--- src/rtl/serializer_pkg.sv ---
// Shared types and helpers for the parallel-to-serial feeder.
// Latency: n/a (package only).
// Backpressure: n/a (package only).
package serializer_pkg;

    // Widest word the serializer is built for; bit_sel works on this width.
    localparam int MAX_WIDTH     = 32;
    localparam int DEFAULT_WIDTH = 8;

    typedef enum logic {
        IDLE  = 1'b0,
        SHIFT = 1'b1
    } state_t;

    // First bit to present for a word: bit width-1 when MSB first, else bit 0.
    // Callers zero-extend the word to MAX_WIDTH before passing it in.
    function automatic logic bit_sel(
        input logic [MAX_WIDTH-1:0] word,
        input int                   width,
        input logic                 msb_first
    );
        logic [4:0] top;
        top = 5'(width - 1);
        return msb_first ? word[top] : word[0];
    endfunction

endpackage

--- src/rtl/bit_serializer.sv ---
// Parallel-to-serial feeder: WIDTH-bit words in, gap-free 1 bit/clk stream out.
// Latency: first bit on out one cycle after the accept edge; WIDTH cycles per word.
// Backpressure: one word shifting plus one held; load_ready drops only while hold is full.
module bit_serializer
    import serializer_pkg::*;
#(
    parameter int WIDTH     = DEFAULT_WIDTH,
    parameter int MSB_FIRST = 1
) (
    input  logic             clk,
    input  logic             reset,
    input  logic             load_valid,
    input  logic [WIDTH-1:0] load_data,
    output logic             load_ready,
    output logic             out,
    output logic             out_valid,
    output logic             out_last
);

    localparam int               CW       = (WIDTH > 1) ? $clog2(WIDTH) : 1;
    localparam logic [CW-1:0]    CNT_MAX  = CW'(WIDTH - 1);
    localparam logic [CW-1:0]    CNT_ONE  = CW'(1);
    localparam logic             MSB_BIT  = (MSB_FIRST != 0);

    state_t            state;
    logic [WIDTH-1:0]  sh;
    logic [CW-1:0]     cnt;     // bits remaining after the one on out
    logic [WIDTH-1:0]  hold;
    logic              hold_full;
    logic [WIDTH-1:0]  sh_adv;
    logic              accept;

    // Ready comes from registers only, so upstream never sees a valid->ready path.
    assign load_ready = !hold_full;
    assign accept     = load_valid && load_ready;

    // Shift register contents after advancing one bit in the configured direction.
    always_comb begin
        sh_adv = sh;
        if (MSB_BIT) begin
            sh_adv = {sh[WIDTH-2:0], 1'b0};
        end else begin
            sh_adv = {1'b0, sh[WIDTH-1:1]};
        end
    end

    // Control FSM with registered serial outputs; hold->sh refill takes priority
    // over a fresh accept so words leave in acceptance order.
    always_ff @(posedge clk or negedge reset) begin
        if (!reset) begin
            state     <= IDLE;
            sh        <= '0;
            cnt       <= '0;
            hold      <= '0;
            hold_full <= 1'b0;
            out       <= 1'b0;
            out_valid <= 1'b0;
            out_last  <= 1'b0;
        end else begin
            case (state)
                IDLE: begin
                    if (accept) begin
                        sh        <= load_data;
                        cnt       <= CNT_MAX;
                        state     <= SHIFT;
                        out       <= bit_sel(MAX_WIDTH'(load_data), WIDTH, MSB_BIT);
                        out_valid <= 1'b1;
                        out_last  <= 1'b0;
                    end
                end
                SHIFT: begin
                    if (cnt != '0) begin
                        // Mid-word: advance, and park any new word in hold.
                        sh       <= sh_adv;
                        cnt      <= cnt - CNT_ONE;
                        out      <= bit_sel(MAX_WIDTH'(sh_adv), WIDTH, MSB_BIT);
                        out_last <= (cnt == CNT_ONE);
                        if (accept) begin
                            hold      <= load_data;
                            hold_full <= 1'b1;
                        end
                    end else if (hold_full) begin
                        // Last bit on the line: splice in the held word, no gap.
                        sh        <= hold;
                        hold_full <= 1'b0;
                        cnt       <= CNT_MAX;
                        out       <= bit_sel(MAX_WIDTH'(hold), WIDTH, MSB_BIT);
                        out_last  <= 1'b0;
                    end else if (accept) begin
                        // Word arriving exactly at the boundary goes straight to sh.
                        sh       <= load_data;
                        cnt      <= CNT_MAX;
                        out      <= bit_sel(MAX_WIDTH'(load_data), WIDTH, MSB_BIT);
                        out_last <= 1'b0;
                    end else begin
                        state     <= IDLE;
                        out       <= 1'b0;
                        out_valid <= 1'b0;
                        out_last  <= 1'b0;
                    end
                end
                default: begin
                    state     <= IDLE;
                    out       <= 1'b0;
                    out_valid <= 1'b0;
                    out_last  <= 1'b0;
                end
            endcase
        end
    end

endmodule

--- config.mk ---
export PLATFORM = sky130hd
export DESIGN_NAME = bit_serializer
export DESIGN_NICKNAME = d
export VERILOG_FILES = /design/src/rtl/serializer_pkg.sv /design/src/rtl/bit_serializer.sv
export SDC_FILE = /design/constraint.sdc
export NUM_CORES = 1
export LEC_CHECK = 0
export ABC_AREA = 1
export BUFFER_PORTS_ARGS = -buffer_cell sky130_fd_sc_hd__buf_2
export CAP_MARGIN = 20
export CORE_AREA = 2 2 51 53
export DETAILED_ROUTE_END_ITERATION = 6
export DIE_AREA = 0 0 53 55
export PLACE_DENSITY = 0.73
export SYNTH_ARGS = -nofsm -noshare
export SYNTH_HDL_FRONTEND = slang
export SYNTH_SLANG_ARGS = --single-unit
--- constraint.sdc ---
create_clock -name clk -period 3.1 [get_ports clk]
set_input_delay 0 -clock clk [delete_from_list [all_inputs] [get_ports clk]]
set_output_delay 0 -clock clk [all_outputs]
set_load 0.01 [all_outputs]
== After elaboration in Yosys (flattened, before gate mapping) ==
Index checks and enable logic that the tools add are counted.
Storage, ports and cells
  bits in registers: 24
  bits in latches: 0
  bits in writable memories: 0
  bits in read-only memories: 0
  output and inout port bits: 4
  logic and storage cells: 48
  memories: 0
Operators by class
  add/subtract/negate cells: 1
  multipliers: 0
  divide/modulo/power cells: 0
  magnitude comparators: 0
  eq/ne operators: 6
  shift-type cells: 0
  mux-type cells: 26
  bitwise operators: 1
  reductions and logical operators: 6
Operators with widths (number)
  8-bit 2-to-1 mux: 3
  8-bit case mux with 2 select lines: 1
  1-bit 2-to-1 mux: 14
  2-bit inequality test (second input constant): 5
  3-bit 2-to-1 mux: 3
  1-bit case mux with 2 select lines: 4
  3-bit case mux with 2 select lines: 1
  4-bit AND reduction: 1
  3-bit by 1-bit == test with 1-bit output (second input constant): 1
  3-bit AND reduction: 1
  3-bit nonzero test: 1
  3-bit by 1-bit subtractor with 3-bit output (second input constant): 1
  2-bit AND reduction: 1
  1-bit logical AND: 1
  1-bit logical NOT: 1
  1-bit NOT: 1

== Depth between registers and ports, before layout ==
Gate-level depths: netlist (run 1).
  word-level depth: 6
  mapped depth: 9
  mapped depth without buffers: 8

== Least setup slack after synthesis (run 1) ==
OpenSTA, ideal clock, no wires.
  path kind: reg-to-reg
  from: register cnt[0]
  to: register cnt[1]
  library setup time: 123 ps
  arrival: 1245 ps
  required time: 2977 ps
  slack: 1732 ps
  stages on the path, launching flop included: 9
  clock period less this slack: 1368 ps
  cells stage by stage: dfrtp_1 > inv_1 > ha_1 > nand2_2 > nand2_4 > inv_4 > buf_6 > o21ai_0 > nand2_1
Between the ends
  cells in the longest elaborated chain, start to end: 3
  elaborated cells between the ends (all ways): 4
  those cells by class: add/sub (1); mux (2); reduce/logical (1)
RTL lines
  start: declaration: line bit_serializer.sv:27  | logic [CW-1:0] cnt;
  start signal: assignment: line bit_serializer.sv:75  | cnt <= cnt - CNT_ONE;
  3-bit by 1-bit subtractor with 3-bit output / 3-bit nonzero test (equally long branches): line bit_serializer.sv:75, bit_serializer.sv:72
  3-bit 2-to-1 mux *: line bit_serializer.sv:72  | if (cnt != '0) begin
  3-bit case mux with 2 select lines *: line bit_serializer.sv:60  | case (state)
Mark *: on every way between the ends. The rest lies on a longest branch, timed or not.
A chain may end at the register's enable or synchronous reset.

== Worst setup path after layout (run 1) ==
  from: register cnt[0]
  to: register hold[6]
Between the ends
  cells in the longest elaborated chain, start to end: 2
RTL lines
  3-bit nonzero test: line bit_serializer.sv:72
  3-bit AND reduction (no line)
  end signal: assignment: line bit_serializer.sv:79  | hold <= load_data;
  end: declaration: line bit_serializer.sv:28  | logic [WIDTH-1:0] hold;
No other way between the ends.

==> results.json, run 1 <==
{
  "grt_pass1_vias": 929,
  "place_ws_ns": 1.58,
  "irDropWorstVdd_mv": 0.469,
  "dieWidth_um": 53,
  "hp-class": "input pin to flip-flop",
  "num_antenna_cells": 0,
  "yosysUniqueCellTypes": 21,
  "cp.required_ns": 3.33,
  "worstPathArrival_ns": 1.77,
  "synth_ff_type": "dfrtp_1",
  "die_y_um": 55,
  "fillCellCount": 226,
  "hold_viol": 0,
  "worst_pin_slew_ns": 0.510,
  "ys_top_cells_by_area": "dfrtp_1 46%, nand2_1 14%, o21ai_0 5.2%, o21ai_2 4.2%, a21oi_1 4.0%",
  "area_growth_pct": 14.6,
  "post-synth-top-count-cell": "nand2_1",
  "grt_max_degree": 24,
  "cts_resized": 0,
  "port_buffers": 14,
  "synth_area_per_cell_um2": 8.32,
  "final_nets": 189,
  "drv_slew": 0,
  "setup_viol": 0,
  "relSlewSlack_pct": 66.0,
  "vias": 1006,
  "ios": 15,
  "synth_common_cells": "46 x nand2_1, 23 x dfrtp_1, 13 x o21ai_0",
  "fmax_mhz": 649,
  "gp_congestion": 0.827,
  "fin_skew_ns": 0.00621,
  "htree_num_levels": 1,
  "timing.final.crit_share_pct": 49.7,
  "crit_type": "flip-flop to flip-flop",
  "hold_buffers": 9,
  "postCtsSetupRepairBufs": 0,
  "synth_nets": 165,
  "ys_warn_count": 0,
  "track_usage_pct": 19.1,
  "synth_top_area_share_pct": 45.8,
  "drive_above_1_share_pct": 20.7,
  "drt-total-wl_mm": 2.39,
  "powerDensity_mw_per_mm2": 805,
  "postRouteAntennaNets": 0,
  "rsz0062_at_grt": "no",
  "syn_inst": 151,
  "min_period_ns": 1.54,
  "cts_made_buffers": 3,
  "cts_tree": "built",
  "fp.coreArea_mm2": 0.00236,
  "ys_async_sr_fraction_pct": 100,
  "cts.sinks": 23,
  "clkTransAtPathRegs_ns": 0.13,
  "grt_pass1_wl_mm": 4.00,
  "clk-insertion-delay-late_ns": 0.32,
  "crit_fanout": 14,
  "drt_pass1_iterations": 4,
  "grt_overflow": 0,
  "drt_iter0_markers": 13,
  "yosysSeqAreaShare_pct": 45.8,
  "postLayoutCoreUtil_pct": 60.9,
  "wire_per_inst_um": 11.7,
  "antenna_found_initial": 0,
  "dp.final_hpwl_mm": 1.69,
  "die_area_mm2": 0.00292,
  "drc_errors": 0,
  "cp-end-kind": "flip-flop",
  "drv_cap": 0,
  "status": "complete, no violations",
  "cts_root_buf": "clkbuf_4",
  "clockBufferDepth": 2,
  "synth_edf_count": 0,
  "initial_core_util_pct": 53.1,
  "fin_area_mm2": 0.00144,
  "setup_tns_ns": 0,
  "synth_top_cell_by_area": "dfrtp_1",
  "post_dp_cell_area_mm2": 0.00132,
  "syn-cell-area_mm2": 0.00126,
  "holdWs_ns": 0.0571,
  "cp-start-kind": "flip-flop",
  "synth_seq_cells": 23,
  "rows": 18,
  "worst_slack_ns": 1.56,
  "r2r_setup_slack_ns": 1.56,
  "p_leak_uw": 0.000773,
  "vias_per_cell": 4.93
}
## state kept, by name (all words and copies together), names as in the netlist
register,cells
sh,7
state,1
out,1
hold_full,1
cnt,3
out_last,1
hold,8
out_valid,1
## through the flow
stage                     power (uW)  instances
after global placement           997        191
after global routing            1260        204
after floorplan                  925        151
after CTS                       1170        204
after detailed placement        1020        191
final                           1160        204
## critical path: stages, from the launching register on
cell     delay [ns]
dfrtp_1        0.40
inv_1          0.08
ha_1           0.26
nand2_2        0.14
nand2_4        0.08
inv_4          0.17
nand2_4        0.16
nand2_1        0.11
o21ai_2        0.05
## power breakdown
part	switching, uW	internal [uW]	leakage, uW
combinational	320	190	0.000468
clock	96.1	48.4	0.0000177
sequential	84.8	420	0.000288
total	501	659	0.000773
## cell families (layout without fill, tap and decap cells)
| family | after synthesis | after routing | share of synthesized area (%) |
|---|---|---|---|
| AND/OR/NAND/NOR | 74 | 74 | 28.3 |
| AO/OA/AOI/OAI | 30 | 30 | 13.7 |
| flip-flops | 23 | 23 | 45.8 |
| buffers and inverters | 21 | 44 | 9.16 |
| adder cells (fa/ha/maj) | 3 | 3 | 2.99 |
## routing by layer
metal  GRT usage [%]  vias to the layer above  part of all wire [%]
li1                -                      526                     -
met1            24.6                      460                    47
met2            31.7                       15                    48
met3            2.42                        5                   2.3
met4            10.3                        0                   2.2
met5               0                        -                     0
## final timing paths
check / startpoint / cells after the start / end
worst max-delay path: cnt[0]$_DFF_PN0_ / 8 / hold[6]$_DFFE_PN0P_
worst min-delay path: load_valid / 3 / state$_DFF_PN0_
worst max register to register: cnt[0]$_DFF_PN0_ / 8 / hold[6]$_DFFE_PN0P_
worst min register to register: hold[7]$_DFFE_PN0P_ / 2 / hold[7]$_DFFE_PN0P_
max in group asynchronous: reset / 2 / sh[1]$_DFF_PN0_
min in group asynchronous: reset / 2 / sh[5]$_DFF_PN0_
## cells in the final DEF (no fill, tap or decap), types with 3 or more instances in the layout
cell type | synthesis | routed
nand3_1 | 7 | 7
buf_2 | 0 | 14
nand2_1 | 46 | 46
o21ai_0 | 13 | 13
dlygate4sd3_1 | 0 | 9
nor2_1 | 12 | 12
inv_1 | 12 | 12
dfrtp_1 | 23 | 23
clkbuf_4 | 0 | 3
ha_1 | 3 | 3
a21oi_1 | 10 | 10
o21ai_2 | 6 | 6
## layout make-up
type | instances | area (um^2) | area share, %
Tap cell | 30 | 37.5 | 2.61
Multi-Input combinational cell | 107 | 566 | 39.3
Sequential cell | 23 | 576 | 40.0
Clock buffer | 3 | 22.5 | 1.56
Inverter | 17 | 73.8 | 5.13
Timing Repair Buffer | 23 | 160 | 11.1
Clock inverter | 1 | 5.00 | 0.348
Power figures use the tool's default switching activity.
==> run 2, diff against run 1 <==
--- a/config.mk
+++ b/config.mk
@@ -5,13 +5,13 @@
 export SDC_FILE = /design/constraint.sdc
 export NUM_CORES = 1
 export LEC_CHECK = 0
-export ABC_AREA = 1
+export ABC_AREA = 0
 export BUFFER_PORTS_ARGS = -buffer_cell sky130_fd_sc_hd__buf_2
 export CAP_MARGIN = 20
 export CORE_AREA = 2 2 51 53
 export DETAILED_ROUTE_END_ITERATION = 6
 export DIE_AREA = 0 0 53 55
-export PLACE_DENSITY = 0.73
+export PLACE_DENSITY = 0.7
 export SYNTH_ARGS = -nofsm -noshare
 export SYNTH_HDL_FRONTEND = slang
 export SYNTH_SLANG_ARGS = --single-unit
==> constraint.sdc (replaced) <==
create_clock -name clk -period 1.3 [get_ports clk]
set_input_delay 0 -clock clk [delete_from_list [all_inputs] [get_ports clk]]
set_output_delay 0 -clock clk [all_outputs]
set_load 0.01 [all_outputs]
==> run 2 against run 1 <==
The run now ends with setup timing left. Flip-flop and latch count unchanged. Fmax is 9.6% higher. Die area unchanged. Hold slack better by 0.022 ns. Sequential share of layout area shrank 4.6 points. Critical path type unchanged. Critical endpoint is now hold[7]$_DFFE_PN0P_. Largest cell class is now multi-input gates. Largest power group unchanged.
==> results.json, run 2 <==
{
  "synth_top_cell_by_area": "dfrtp_1",
  "drt-total-wl_mm": 2.80,
  "cp-end-kind": "flip-flop",
  "p_int_uw": 2410,
  "worstPathArrival_ns": 1.62,
  "wire_per_inst_um": 16.2,
  "irDropWorstVdd_mv": 1.46,
  "htree_num_levels": 1,
  "min_to": "out_valid$_DFFE_PN0P_",
  "powerDensity_mw_per_mm2": 2370,
  "post-synth-top-count-cell": "dfrtp_1",
  "cp.required_ns": 1.51,
  "relSlewSlack_pct": 65.2,
  "yosysSeqAreaShare_pct": 50.9,
  "setup_viol": 14,
  "crit_type": "flip-flop to flip-flop",
  "vias_per_cell": 5.42,
  "grt_pass1_wl_mm": 4.18,
  "dieWidth_um": 53,
  "drv_cap": 0,
  "synth_area_per_cell_um2": 11.0,
  "drt_pass1_iterations": 4,
  "ys_async_sr_fraction_pct": 100,
  "largest_register_ffs": 8,
  "grt_max_degree": 24,
  "worst_pin_slew_ns": 0.523,
  "r2r_setup_slack_ns": -0.11,
  "power.switching_uw": 1450,
  "holdWs_ns": 0.0791,
  "area_growth_pct": 44.2,
  "fp.coreArea_mm2": 0.00236,
  "num_antenna_cells": 0,
  "fmax_mhz": 711,
  "violations": "setup timing",
  "port_buffers": 14,
  "min_period_ns": 1.41,
  "clockBufferDepth": 2,
  "syn-cell-area_mm2": 0.00113,
  "pwr-share-seq_pct": 35.3,
  "yosysUniqueCellTypes": 31,
  "p_sw_share_pct": 37.5,
  "r2r_start": "cnt[2]$_DFF_PN0_",
  "rsz0062_at_grt": "yes",
  "track_usage_pct": 20.4,
  "synth_ff_type": "dfrtp_1",
  "cts_root_buf": "clkbuf_4",
  "largest_registers": "hold (8), sh (7), cnt (3)",
  "drv_slew": 0,
  "clk-insertion-delay-late_ns": 0.31,
  "ys_warn_count": 0,
  "synth_seq_cells": 23,
  "die_area_mm2": 0.00292,
  "reg2reg_depth": 3,
  "synth_common_cells": "23 x dfrtp_1, 15 x nand2_1, 8 x mux2_2",
  "setup_tns_ns": -1.01,
  "grt_pass1_vias": 910,
  "synth_nets": 117,
  "ys_top_cells_by_area": "dfrtp_1 51%, mux2_2 8.0%, nand2_1 5.0%, a32oi_1 4.7%, ha_1 3.3%",
  "timing.final.crit_share_pct": 108,
  "synth_top_area_share_pct": 50.9,
  "hp-class": "input pin to flip-flop",
  "cts_made_buffers": 3,
  "cts_tree": "built",
  "fin_area_mm2": 0.00163,
  "clkTransAtPathRegs_ns": 0.13,
  "initial_core_util_pct": 47.8,
  "antenna_found_initial": 0,
  "top_register": "hold",
  "dp.final_hpwl_mm": 1.73,
  "hp-start": "load_valid",
  "r2r_end": "hold[7]$_DFFE_PN0P_",
  "clkPwrFrac_pct": 8.6,
  "worst_slack_ns": -0.107,
  "drc_errors": 0,
  "rows": 18,
  "crit_fanout": 8,
  "ios": 15,
  "hold-path-cell-count": 3,
  "cp-start-kind": "flip-flop",
  "fin_skew_ns": 0.00541,
  "postRouteAntennaNets": 0,
  "final_common_cell": "dfrtp_1",
  "gp_congestion": 0.829,
  "layout_common_cells": "23 x dfrtp_1, 15 x nand2_1, 14 x buf_2, 14 x buf_4, 9 x dlygate4sd3_1",
  "p_leak_uw": 0.000747,
  "grt_overflow": 0,
  "status": "finished with violations",
  "final_nets": 158,
  "fillCellCount": 178,
  "drt_iter0_markers": 12,
  "post_dp_cell_area_mm2": 0.00134,
  "vias": 937,
  "die_y_um": 55,
  "drive_above_1_share_pct": 46.2,
  "syn_inst": 103,
  "hold_viol": 0,
  "synth_edf_count": 0,
  "power_frac_comb_pct": 56.0,
  "cts.sinks": 23
}
==> run 2: cell count changes in the layout (fill, tap and decap cells not counted), moves of 10 or more <==
| cell | previous run | this run |
|---|---|---|
| o21ai_0 | 13 | 1 |
| nor2_1 | 12 | 2 |
| inv_1 | 12 | 1 |
| buf_4 | 0 | 14 |
| nand2_1 | 46 | 15 |
==> run 2: final cells by class <==
cell class | instances | area [um^2] | area share [%]
Clock inverter | 1 | 5.00 | 0.307
Sequential cell | 23 | 576 | 35.3
Clock buffer | 3 | 22.5 | 1.38
Multi-Input combinational cell | 71 | 656 | 40.2
Tap cell | 30 | 37.5 | 2.30
Timing Repair Buffer | 42 | 322 | 19.7
Inverter | 3 | 11.3 | 0.691
==> run 2: worst max-delay path by stage <==
stage                                 from              endpoint  slack (ns)  cells past startpoint
after detailed placement  cnt[0]$_DFF_PN0_  out_last$_DFFE_PN0P_       -0.11                      5
after floorplan           cnt[0]$_DFF_PN0_       sh[0]$_DFF_PN0_       0.002                      6
final                     cnt[2]$_DFF_PN0_   hold[7]$_DFFE_PN0P_       -0.11                      3
after CTS                 cnt[0]$_DFF_PN0_  out_last$_DFFE_PN0P_       -0.12                      5
after global routing      cnt[1]$_DFF_PN0_  out_last$_DFFE_PN0P_       -0.17                      5
after global placement    cnt[0]$_DFF_PN0_  out_last$_DFFE_PN0P_       -0.03                      5
==> run 2: timing repair <==
item,4_1_cts,5_1_grt
endpoints found under the setup margin,17,21
pin swaps,3,11
resized for setup,12,20
buffers inserted,2,2
endpoints found under the hold margin,38,0
hold buffers,9,0
==> run 2: metal layers <==
metal  track usage (%)  routed length, um  vias up  share of wire (%)
met5                 0                  0        -                  0
met4              7.69                 66        0                2.4
met3              3.49                 84        6                3.0
met2              36.3               1450       17                 52
met1              24.9               1190      455                 43
li1                  -                  -      459                  -
==> run 2: kinds of logic after synthesis <==
logic type,count (synthesis),share of synthesized area [%]
simple gates,32,16.4
fa+ha+maj,3,3.32
flops,23,50.9
mux,8,7.97
compound gates,28,17.3
buf+inv,9,4.10
==> run 2: critical path, cell delays in order (launching register included) <==
cell and delay (ns):
dfrtp_1 0.52, nand2b_4 0.24, nand3_4 0.19, mux2_4 0.36
==> run 2: power by group through the flow <==
| stage | Clock (uW) | Sequential (uW) | Combinational [uW] |
|---|---|---|---|
| floorplan | 0 | 1230 | 1120 |
| global placement | 0 | 1300 | 1570 |
| detailed placement | 0 | 1310 | 1650 |
| CTS | 350 | 1300 | 1840 |
| global route | 365 | 1400 | 2340 |
| finish | 334 | 1360 | 2160 |
==> run 2: per-stage QoR <==
step / instances / setup slack, ns / total power (uW) / util (%)
final: 173 / -0.107 / 3860 / 68.9
after CTS: 171 / -0.121 / 3490 / 63.8
after global routing: 173 / -0.171 / 4100 / 68.9
after detailed placement: 156 / -0.109 / 2950 / 56.5
after floorplan: 103 / 0.00190 / 2350 / -
after global placement: 156 / -0.0275 / 2880 / 56.5
